`config.mk`:
```
export PLATFORM = sky130hd
export DESIGN_NAME = psg_write_sequencer
export DESIGN_NICKNAME = d
export VERILOG_FILES = /design/src/rtl/psg_write_sequencer.sv
export SDC_FILE = /design/constraint.sdc
export NUM_CORES = 1
export LEC_CHECK = 0
export BUFFER_PORTS_ARGS = -buffer_cell sky130_fd_sc_hd__buf_4
export CAP_MARGIN = 20
export CELL_PAD_IN_SITES_DETAIL_PLACEMENT = 0
export CELL_PAD_IN_SITES_GLOBAL_PLACEMENT = 2
export CORE_MARGIN = 1.5
export CORE_UTILIZATION = 36
export DETAILED_ROUTE_END_ITERATION = 6
export PLACE_DENSITY = 0.82
export SLEW_MARGIN = 20
export SYNTH_ARGS = -nofsm -noshare
export SYNTH_HDL_FRONTEND = slang
export SYNTH_SLANG_ARGS = --single-unit
```
`constraint.sdc`:
```
create_clock -name clk -period 4.3 [get_ports clk]
set_clock_uncertainty 0.2 [all_clocks]
set_input_delay 0.86 -clock clk [delete_from_list [all_inputs] [get_ports clk]]
set_output_delay 0.86 -clock clk [all_outputs]
set_load 0.01 [all_outputs]
```
`src/rtl/psg_write_sequencer.sv`:
```
// Purpose: arbitrates two requesters' AY-3-8910-style register writes and
// sequences them onto the bus of one or two PSG chips. Each write is an
// address-latch phase (skipped when the target chips already have that
// register latched) followed by a data-write phase. Phase timing counts clk_en
// ticks.
//
// Ports:
//   clk, rst_n           clock and asynchronous active-low reset
//   clk_en               PSG clock enable; phase timing counts these ticks
//   req[1:0]             per-requester write request
//   reqN_cs/reg/data     requester N's target chips, register number and data
//   ack[1:0]             one-cycle capture pulse per requester
//   cache_clr            synchronous clear of both latched-address caches
//   psg_bdir, psg_bc1    PSG bus control (the integrator gates them with psg_cs)
//   psg_din              PSG data/address bus
//   psg_cs               chips addressed by the current transaction
//   busy                 high whenever the sequencer is not idle
module psg_write_sequencer #(
    parameter int unsigned PHASE_TICKS = 2,
    parameter int unsigned GAP_TICKS   = 1
) (
    input  logic       clk,
    input  logic       rst_n,
    input  logic       clk_en,
    input  logic [1:0] req,
    input  logic [1:0] req0_cs,
    input  logic [1:0] req1_cs,
    input  logic [3:0] req0_reg,
    input  logic [3:0] req1_reg,
    input  logic [7:0] req0_data,
    input  logic [7:0] req1_data,
    output logic [1:0] ack,
    input  logic       cache_clr,
    output logic       psg_bdir,
    output logic       psg_bc1,
    output logic [7:0] psg_din,
    output logic [1:0] psg_cs,
    output logic       busy
);

    localparam int unsigned CNT_W  = 4;
    localparam int unsigned CS_W   = 2;
    localparam int unsigned REG_W  = 4;
    localparam int unsigned DATA_W = 8;

    localparam logic [CNT_W-1:0] PHASE_LD = CNT_W'(PHASE_TICKS);
    localparam logic [CNT_W-1:0] GAP_LD   = CNT_W'(GAP_TICKS);

    typedef enum logic [2:0] {
        IDLE = 3'd0,
        ADDR = 3'd1,
        GAP1 = 3'd2,
        DATA = 3'd3,
        GAP2 = 3'd4
    } state_t;

    state_t                        state_q;
    logic [CNT_W-1:0]              cnt_q;
    logic                          last_grant_q;
    logic [CS_W-1:0]               cs_q;
    logic [REG_W-1:0]              reg_q;
    logic [DATA_W-1:0]             data_q;
    logic [1:0]                    ack_q;
    logic                          bdir_q;
    logic                          bc1_q;
    logic [DATA_W-1:0]             din_q;
    logic                          busy_q;
    logic [CS_W-1:0]               valid_q;
    logic [CS_W-1:0][REG_W-1:0]    cache_q;

    logic [1:0]                    req_live;
    logic                          grant;
    logic [CS_W-1:0]               sel_cs;
    logic [REG_W-1:0]              sel_reg;
    logic [DATA_W-1:0]             sel_data;
    logic                          addr_hit;
    logic                          capture;
    logic                          phase_done;
    logic                          upd_en;
    logic [CS_W-1:0]               upd_cs;
    logic [REG_W-1:0]              upd_reg;

    // Arbitration, address-skip lookup and cache-update selection.
    always_comb begin
        // A requester being acked this cycle still shows its old req; mask it
        // so a write that stays in IDLE (cs = 00) is not captured twice.
        req_live = req & ~ack_q;
        grant    = 1'b0;
        case (req_live)
            2'b10:   grant = 1'b1;
            2'b11:   grant = ~last_grant_q;
            default: grant = 1'b0;
        endcase
        sel_cs   = grant ? req1_cs   : req0_cs;
        sel_reg  = grant ? req1_reg  : req0_reg;
        sel_data = grant ? req1_data : req0_data;

        // A clear in the capture cycle wins over the cached state.
        addr_hit = ~cache_clr;
        for (int i = 0; i < int'(CS_W); i++) begin
            if (sel_cs[i] && !(valid_q[i] && (cache_q[i] == sel_reg))) begin
                addr_hit = 1'b0;
            end
        end

        capture    = (state_q == IDLE) && (req_live != 2'b00);
        phase_done = clk_en && (cnt_q == CNT_W'(1));

        upd_en  = (capture && (sel_cs != '0) && addr_hit) ||
                  ((state_q == GAP1) && phase_done);
        upd_cs  = (state_q == IDLE) ? sel_cs  : cs_q;
        upd_reg = (state_q == IDLE) ? sel_reg : reg_q;
    end

    // Sequencer FSM with registered bus outputs.
    always_ff @(posedge clk or negedge rst_n) begin
        if (!rst_n) begin
            state_q      <= IDLE;
            cnt_q        <= '0;
            last_grant_q <= 1'b1;
            cs_q         <= '0;
            reg_q        <= '0;
            data_q       <= '0;
            ack_q        <= '0;
            bdir_q       <= 1'b0;
            bc1_q        <= 1'b0;
            din_q        <= '0;
            busy_q       <= 1'b0;
        end else begin
            ack_q <= '0;
            // Transitions below override this with the next phase's load.
            if ((state_q != IDLE) && clk_en) begin
                cnt_q <= cnt_q - CNT_W'(1);
            end
            case (state_q)
                IDLE: begin
                    if (capture) begin
                        ack_q        <= grant ? 2'b10 : 2'b01;
                        last_grant_q <= grant;
                        if (sel_cs != '0) begin
                            cs_q   <= sel_cs;
                            reg_q  <= sel_reg;
                            data_q <= sel_data;
                            busy_q <= 1'b1;
                            cnt_q  <= PHASE_LD;
                            bdir_q <= 1'b1;
                            if (addr_hit) begin
                                state_q <= DATA;
                                bc1_q   <= 1'b0;
                                din_q   <= sel_data;
                            end else begin
                                state_q <= ADDR;
                                bc1_q   <= 1'b1;
                                din_q   <= {4'b0000, sel_reg};
                            end
                        end
                    end
                end
                ADDR: begin
                    if (phase_done) begin
                        state_q <= GAP1;
                        cnt_q   <= GAP_LD;
                        bdir_q  <= 1'b0;
                        bc1_q   <= 1'b0;
                    end
                end
                GAP1: begin
                    if (phase_done) begin
                        state_q <= DATA;
                        cnt_q   <= PHASE_LD;
                        bdir_q  <= 1'b1;
                        bc1_q   <= 1'b0;
                        din_q   <= data_q;
                    end
                end
                DATA: begin
                    if (phase_done) begin
                        state_q <= GAP2;
                        cnt_q   <= GAP_LD;
                        bdir_q  <= 1'b0;
                        bc1_q   <= 1'b0;
                    end
                end
                GAP2: begin
                    if (phase_done) begin
                        state_q <= IDLE;
                        cs_q    <= '0;
                        busy_q  <= 1'b0;
                    end
                end
                default: begin
                    state_q <= IDLE;
                    cs_q    <= '0;
                    bdir_q  <= 1'b0;
                    bc1_q   <= 1'b0;
                    busy_q  <= 1'b0;
                end
            endcase
        end
    end

    // Per-chip latched-address caches; a clear in the same cycle wins.
    always_ff @(posedge clk or negedge rst_n) begin
        if (!rst_n) begin
            valid_q <= '0;
            cache_q <= '0;
        end else begin
            if (upd_en) begin
                for (int i = 0; i < int'(CS_W); i++) begin
                    if (upd_cs[i]) begin
                        valid_q[i] <= 1'b1;
                        cache_q[i] <= upd_reg;
                    end
                end
            end
            if (cache_clr) begin
                valid_q <= '0;
            end
        end
    end

    assign ack      = ack_q;
    assign psg_bdir = bdir_q;
    assign psg_bc1  = bc1_q;
    assign psg_din  = din_q;
    assign psg_cs   = cs_q;
    assign busy     = busy_q;

endmodule

```
# ---- Word-level counts from Yosys, hierarchy flattened
# Index checks and enable logic that the tools add are counted.
dict set report word_totals {
  inputBits 34
  output_inout_bits 15
  elab_cells 121
  ff_bits 45
}
dict set report classes {
  n_addsub 1
  eq_ne 17
  n_bitwise 6
  n_reduce_logical 34
  n_mux 48
}
# op n
set ops {}
lappend ops {{$mux 8} 5}
lappend ops {{$mux 4} 7}
lappend ops {{$mux 2} 11}
lappend ops {{$mux 3} 6}
lappend ops {{$pmux 8 s2} 1}
lappend ops {{$pmux 3 s5} 1}
lappend ops {{$pmux 4 s3} 1}
lappend ops {{$reduce_and 4->1} 3}
lappend ops {{$reduce_bool 2->1} 6}
lappend ops {{$mux 1} 11}
lappend ops {{$logic_and 1x1->1} 10}
lappend ops {{$ne 2x2->1 const B} 5}
lappend ops {{$reduce_and 2->1} 5}
lappend ops {{$eq 4x4->1} 2}
lappend ops {{$eq 3x2->1 const B} 2}
lappend ops {{$ne 2x1->1 const B} 3}
lappend ops {{$pmux 1 s3} 2}
lappend ops {{$pmux 2 s3} 1}
lappend ops {{$reduce_and 6->1} 1}
lappend ops {{$reduce_and 5->1} 1}
lappend ops {{$eq 2x2->1 const B} 2}
lappend ops {{$eq 4x1->1 const B} 1}
lappend ops {{$not 1->1} 4}
lappend ops {{$pmux 1 s4} 1}
lappend ops {{other kinds (13)} 14}

# ---- Logic depth before layout (Yosys ltp)
# Gate-level depths: netlist of run 1.
dict set report logic_depth {
  word_depth 15
  depth_mapped 10
  mapped_depth_nobuf 8
}

# ---- Worst setup path before layout of run 1
# Ideal clock, no wire load.
dict set report synth_timing {
  kind {input to register}
  from {in req[0]}
  to {reg din_q[0], in the netlist psg_din[0]}
  setup_ns 0.104
  required_ns 3.996
  path_buffers 0
  t_arrival_ns 2.884
  setup_slack_ns 1.113
  stages 8
  path_cell_list {nand3b_1 -> nand2_2 -> mux2i_2 -> mux2i_1 -> nand4_1 -> a211oi_4 -> mux2_1 -> a221oi_1}
}
dict set report synth_between {
  elab_chain_cells 14
  elab_cells_between_ends 27
  cone_classes {eq/ne: 6; mux: 10; bitwise: 1; reduce/logical: 10}
}
# item line_no
set synth_rtl {}
lappend synth_rtl {{start, declared} 25} ;# input logic [1:0] req,
lappend synth_rtl {{$and 2x2->2 *} 87} ;# req_live = req & ~ack_q;
lappend synth_rtl {{$eq 2x2->1} 89} ;# case (req_live)
lappend synth_rtl {{$pmux 1 s2} 89}
lappend synth_rtl {{$mux 4} 95} ;# sel_reg = grant ? req1_reg : req0_reg;
lappend synth_rtl {{$eq 4x4->1} 101} ;# if (sel_cs[i] && !(valid_q[i] && (cache_q[i] == sel_reg))) begin
lappend synth_rtl {{$logic_and 1x1->1} 101}
lappend synth_rtl {{$logic_not 1->1} 101}
lappend synth_rtl {{$logic_and 1x1->1} 101}
lappend synth_rtl {{$mux 1 (2 in a row)} 101}
lappend synth_rtl {{$mux 8} 147} ;# if (addr_hit) begin
lappend synth_rtl {{$mux 8} 140} ;# if (sel_cs != '0) begin
lappend synth_rtl {{$mux 8} 137} ;# if (capture) begin
lappend synth_rtl {{$pmux 8 s2} 135} ;# case (state_q)
lappend synth_rtl {{end signal, assigned} 150} ;# din_q <= sel_data;
lappend synth_rtl {{end signal, assigned} 154} ;# din_q <= {4'b0000, sel_reg};
lappend synth_rtl {{end signal, assigned} 173} ;# din_q <= data_q;
lappend synth_rtl {{end, declared} 66} ;# logic [DATA_W-1:0] din_q;
# Mark *: on every way between the ends. The rest lies on a longest branch, timed or not. The select of a mux whose other input is x is not followed.
# A chain may end at the register's enable or synchronous reset.

# ---- Final worst setup path of run 1
dict set report layout_timing {
  from {in req[0]}
  to {reg din_q[2], in the netlist psg_din[2]}
}
# Same word-level chain as after synthesis.

==> metrics, run 1 <==
Place WS=0.619 ns; Yosys cell types=42; Vias=1,816; Hold Buf Count CTS=0; overall power=1.81 mW; Die H=83.7 um; vias in the first global route=1,799; CP Class=primary input to flop; outcome=completed; Tmin final=3.36 ns; vias per cell=5.10; core footprint=0.00631 sq mm; Logic pwr share=39.9%; P&R area growth vs syn=23.8%; Max Root-Sink Buffers=2; critical path startpoint category=primary input; initial antenna violation count=0; Hold Path Class=flop to flop; P_leak=1.38 nW; maximum VDD drop=0.262 mV; Int Power=1.15 mW; Post-Route WL=5400 um; Port Buf Inserts=48; First-pass DRT Iterations=4; DRT antenna net count=0; Initial Util=37.2%; commonest cells after routing, fill and taps aside=50 x buf_4, 44 x dfrtp_1, 31 x nand2_1, 19 x nor2_1, 17 x o21ai_0; commonest non-fill, non-tap cell in the layout=buf_4; Synth Cell Area=0.00235 sq mm; worst-path maximum fanout=9; Worst R2R Path Depth=8; Antenna Cells=0; FMAX=0.298 GHz; Wirelength per Cell=15.2 um; clock share of power=18.4%; Avg Cell Area, Syn=10.1 sq um; fin worst setup slack=0.944 ns; PostCTS Resize Cnt=0; Final Util=46.0%; total global-route track usage=16.4%; Slew Limit Headroom=40.9%; Syn Nets=268; unrepaired setup endpoints after global routing=false; final count of hold timing violations=0; GPL Wtd Cong=0.774; critical path arrival=3.35 ns; CTS tree=built; Seq pwr share=41.7%; Max-Cap Viols=0; #FFs+latches synth=45; setup violators final=0; Pwr Density=622 mW/mm^2; later-pin clock latency in the skew report=0.30 ns; Syn Inst Count=232; clock sinks=45; share of the yosys chip area belonging to registers=48.0%; CTS root buffer=clkbuf_8; largest net degree at the start of global routing=46; switch share=36.6%; # rows=29; layout cells sized above 1=26.2%; TNS Setup=0 ns; Post-CTS Setup Inserts=0; CTS clk-pin slew, worst paths=0.08 ns; yosys warns=0; grt total ovfl=0; fillers=626; NumNets Final=314; Slew Limit Fails=0; hold path cells=2; die width=83.7 um; Crit. End Element=flop; initial drt markers=63; Die ar.=0.00701 sq mm; num ports=49; worst slew pin tran=0.875 ns; first-pass GRT wire length=9000 um; Switch Pwr=0.662 mW; # H-tree levels=2; DRC Markers=0; worst path required time=4.30 ns; hpwl dp=3960 um; Final Cycle Share=78.0%; Inserted Clock Buffers=5
-- sequential cells by signal (all words and copies together), names as in the netlist --
signal and flops:
cache_q 8, data_q 8, psg_din 8, cnt_q 4
reg_q 4, state_q 3, ack 2, psg_cs 2
valid_q 2, busy 1, last_grant_q 1, psg_bc1 1
psg_bdir 1
-- power by group through the flow --
| stage | combinational [mW] | clock (mW) | sequential (mW) |
|---|---|---|---|
| CTS | 0.729 | 0.343 | 0.753 |
| global route | 0.817 | 0.361 | 0.781 |
| global placement | 0.716 | 0 | 0.756 |
| detailed placement | 0.728 | 0 | 0.760 |
| finish | 0.721 | 0.333 | 0.754 |
| floorplan | 0.494 | 0 | 0.726 |
-- metrics by stage --
step           std cells  area [sq um]  hold slack [ns]
6_report             356          2910            0.289
5_1_grt              356          2910            0.309
4_1_cts              356          2900            0.294
3_5_place_dp         348          2780            0.273
3_3_place_gp         348          2780            0.263
2_1_floorplan        232          2350            0.250
-- path summary, 6_finish.rpt --
kind                              start            to  slack [ns]
max in group asynchronous         rst_n  last_grant_q        3.15
max                              req[0]    psg_din[2]        0.94
min in group asynchronous         rst_n    valid_q[0]        0.35
max reg2reg                last_grant_q    psg_din[2]        1.05
min                           data_q[0]     data_q[0]        0.29
min reg2reg                   data_q[0]     data_q[0]        0.29
-- kinds of logic (layout without fill, tap and decap cells) --
kind of cell               count (synthesis)  in the layout  synth area share [%]
AOI/OAI and AO/OA                         52             52                  14.7
xor gates and xnor gates                  10             10                  3.73
adders and majority gates                  2              2                  1.07
buffers and inverters                     20             67                  3.30
DFF                                       45             45                  48.0
muxes                                     30             30                  14.2
and+or+nand+nor                           73             73                  14.9
-- layer usage --
layer | vias up | part of all wire, % | track usage (%)
met2 | 25 | 48 | 27.1
met5 | - | 0 | 0
met1 | 880 | 48 | 21.7
met4 | 0 | 1.3 | 5.22
li1 | 905 | - | -
met3 | 6 | 2.7 | 3.36
-- synthesized netlist by cell type --
| master | instances | area share (%) |
|---|---|---|
| a211o_1 | 1 | 0.37 |
| a211oi_4 | 1 | 0.85 |
| a21o_1 | 3 | 0.96 |
| a21oi_1 | 13 | 2.8 |
| a221oi_1 | 5 | 1.9 |
| a22o_1 | 1 | 0.37 |
| a31o_2 | 1 | 0.37 |
| a31oi_1 | 1 | 0.27 |
| a41oi_1 | 1 | 0.37 |
| and2_1 | 1 | 0.27 |
| buf_2 | 2 | 0.43 |
| clkbuf_1 | 9 | 1.4 |
| dfrtp_1 | 44 | 47 |
| dfstp_2 | 1 | 1.1 |
| ha_1 | 2 | 1.1 |
| inv_1 | 9 | 1.4 |
| mux2_1 | 12 | 5.8 |
| mux2_2 | 3 | 1.4 |
| mux2i_1 | 11 | 4.7 |
| mux2i_2 | 4 | 2.3 |
| nand2_1 | 31 | 5.0 |
| nand2_2 | 1 | 0.27 |
| nand2b_1 | 3 | 0.80 |
| nand3_1 | 4 | 0.85 |
| nand3b_1 | 1 | 0.32 |
| nand4_1 | 1 | 0.27 |
| nand4bb_1 | 1 | 0.48 |
| nor2_1 | 19 | 3.0 |
| nor2b_4 | 1 | 0.59 |
| nor3_1 | 1 | 0.21 |
| nor3b_1 | 4 | 1.3 |
| nor4_1 | 2 | 0.53 |
| nor4bb_1 | 1 | 0.43 |
| o211ai_1 | 1 | 0.32 |
| o21a_1 | 1 | 0.32 |
| o21ai_0 | 17 | 3.6 |
| o21ai_2 | 2 | 0.75 |
| o221ai_1 | 4 | 1.5 |
| or3_1 | 1 | 0.27 |
| or3b_2 | 1 | 0.37 |
| xnor2_1 | 3 | 1.1 |
| xor2_1 | 7 | 2.6 |
-- layout make-up --
cell class | count | area, sq um | share of cell area (%)
Multi-Input combinational cell | 167 | 1160 | 39.8
Sequential cell | 45 | 1130 | 38.8
Timing Repair Buffer | 50 | 375 | 12.9
Tap cell | 77 | 96.3 | 3.31
Clock buffer | 7 | 86.3 | 2.97
Inverter | 9 | 33.8 | 1.16
Clock inverter | 1 | 30.0 | 1.03
-- worst max-delay path, cell delays in order --
cell and delay [ns]:
buf_4 0.08, nand3b_1 0.15, nand2_2 0.28, mux2i_2 0.42, mux2i_1 0.24, a41oi_1 0.17
a211oi_4 0.51, mux2_1 0.37, a221oi_1 0.27
Power figures use the tool's default switching activity.
==> run 2: changes to the inputs <==
- CORE_UTILIZATION: 36 -> 30
- PLACE_DENSITY: 0.82 -> 0.73
- clock period: 4.3 -> 2.9 ns (I/O delays scaled with it)
==> metrics, run 2 (synthesis results as in run 1) <==
Pwr Density=863 mW/mm^2 (was 622 mW/mm^2); layout cells sized above 1=34.9% (was 26.2%); worst setup path end=psg_din[2] (unchanged); reg-to-reg startpoint=last_grant_q (unchanged); Tmin final=2.86 ns; clock sinks=45 (unchanged); vias per cell=4.73 (was 5.10); fillers=756 (was 626); Worst R2R Path Depth=9 (was 8); setup violators final=0 (unchanged); worst-path maximum fanout=6 (was 9); Antenna Cells=0 (unchanged); critical path arrival=2.86 ns (was 3.35 ns); Critical-path top delay cell=dfstp_2 (was a211oi_4); # H-tree levels=2 (unchanged); Final Hold Slack=0.0790 ns (was 0.289 ns); unrepaired setup endpoints after global routing=true (was false); Post-Route WL=5680 um (was 5400 um); GPL Wtd Cong=0.838 (was 0.774); Vias=1,908 (was 1,816); Slew Limit Headroom=60.0% (was 40.9%); core footprint=0.00765 sq mm (was 0.00631 sq mm); # rows=32 (was 29); grt total ovfl=0 (unchanged); Die ar.=0.00836 sq mm (was 0.00701 sq mm); Hold Buf Count CTS=0 (unchanged); CP Class=flop to flop (was primary input to flop); CTS root buffer=clkbuf_8 (unchanged); total global-route track usage=14.8% (was 16.4%); P_leak=1.50 nW (was 1.38 nW); commonest non-fill, non-tap cell in the layout=buf_4 (unchanged); CTS clk-pin slew, worst paths=0.08 ns (about the same); vias in the first global route=1,980 (was 1,799); Initial Util=30.7% (was 37.2%); worst path required time=2.91 ns (was 4.30 ns); Port Buf Inserts=48 (unchanged); Wirelength per Cell=14.1 um (was 15.2 um); worst slew pin tran=0.600 ns (was 0.875 ns); P&R area growth vs syn=34.6% (was 23.8%); Max Root-Sink Buffers=2 (unchanged); Crit. End Element=flop (unchanged); TNS Setup=0 ns (unchanged); num ports=49 (unchanged); First-pass DRT Iterations=4 (unchanged); Hold Path Class=primary input to async pin (was flop to flop); maximum VDD drop=0.314 mV (was 0.262 mV); placed cells=392 (was 348); Final Util=41.3% (was 46.0%); commonest cells after routing, fill and taps aside=70 x buf_4, 44 x dfrtp_1, 31 x nand2_1, 19 x nor2_1, 17 x o21ai_0 (was 50 x buf_4, 44 x dfrtp_1, 31 x nand2_1, 19 x nor2_1, 17 x o21ai_0); Max-Cap Viols=0 (unchanged); DRT antenna net count=0 (unchanged); hpwl dp=4170 um (was 3960 um); Inserted Clock Buffers=5 (unchanged); die width=91.5 um (was 83.7 um); FMAX=0.350 GHz; outcome=completed (unchanged); Die H=91.5 um (was 83.7 um); r2r setup slk=0.04 ns (was 1.05 ns); critical path's largest stage delay=0.54 ns (was 0.51 ns); first-pass GRT wire length=9650 um (was 9000 um); Final Cycle Share=98.5%; R2R Path End=psg_din[2] (unchanged); NumNets Final=336 (was 314); critical path startpoint category=flop (was primary input); DRC Markers=0 (unchanged); worst setup path start=last_grant_q (was req[0]); CTS tree=built (unchanged); later-pin clock latency in the skew report=0.30 ns (about the same); crit-path cells=nand3b_1 > nand2_4 > mux2i_4 > mux2i_2 > a41oi_2 > a211oi_4 > buf_6 > mux2_4 > a221oi_2 (was buf_4 > nand3b_1 > nand2_2 > mux2i_2 > mux2i_1 > a41oi_1 > a211oi_4 > mux2_1 > a221oi_1); final count of hold timing violations=0 (unchanged); largest net degree at the start of global routing=46 (unchanged); overall power=2.73 mW (was 1.81 mW); initial antenna violation count=0 (unchanged); Slew Limit Fails=0 (unchanged); Cell Count, Final, Fillers Out=403 (was 356); initial drt markers=44 (was 63)
run 2: cell types whose count changed in the layout (fill, tap and decap cells not counted), moves of 3 or more:
cell | previous run | this run
a221oi_1 | 5 | 1
a221oi_2 | 0 | 4
buf_4 | 50 | 70
mux2_1 | 12 | 8
mux2_4 | 0 | 4
mux2i_4 | 0 | 3
run 2: what timing repair did:
item | in CTS | in global routing
gates resized for setup | 3 | 10
setup buffers | 1 | 2
setup endpoints to repair | 4 | 12
pin swaps | 2 | 9
run 2: how the worst min path moves through the flow:
stage,startpoint,to,slack (ns)
after detailed placement,reg_q[1],reg_q[1],0.27
after floorplan,rst_n,ack[0],0.08
final,rst_n,cache_q[3],0.08
after global routing,rst_n,valid_q[1],0.12
after global placement,data_q[2],data_q[2],0.26
after CTS,rst_n,reg_q[0],0.10
run 2: cell type report:
| type | instances | area [sq um] | share of cell area [%] |
|---|---|---|---|
| Sequential cell | 45 | 1130 | 35.7 |
| Tap cell | 102 | 128 | 4.04 |
| Clock inverter | 2 | 10.0 | 0.317 |
| Multi-Input combinational cell | 167 | 1230 | 39.0 |
| Clock buffer | 6 | 72.6 | 2.30 |
| Inverter | 9 | 33.8 | 1.07 |
| Timing Repair Buffer | 72 | 557 | 17.6 |
run 2: where the power goes:
part	total (mW)	switching (mW)	internal [mW]
Sequential	1.08	0.185	0.897
Combinational	1.26	0.623	0.642
Clock	0.380	0.213	0.167
Total	2.73	1.02	1.71
run 2: critical path: cells and delay by family, from the launching register on:
family          cells  cell delay [ns]
buf+inv             1             0.16
simple gates        2             0.34
flops               1             0.54
compound gates      3             0.65
mux                 3             0.87
run 2: per-stage QoR:
| step | area (sq um) | setup slack (ns) |
|---|---|---|
| floorplan | 2370 | 0.00810 |
| global placement | 2990 | -0.125 |
| detailed placement | 2990 | -0.209 |
| CTS | 3100 | 0.00913 |
| global route | 3160 | -0.0877 |
| finish | 3160 | 0.0448 |
run 2: metal layers:
layer	GRT usage [%]	routed length, um	up-vias	share of wire [%]
met1	19.7	2770	912	49
met4	5.08	83	0	1.5
met3	2.85	214	5	3.8
met2	23.8	2620	41	46
li1	-	-	950	-
met5	0	0	-	0
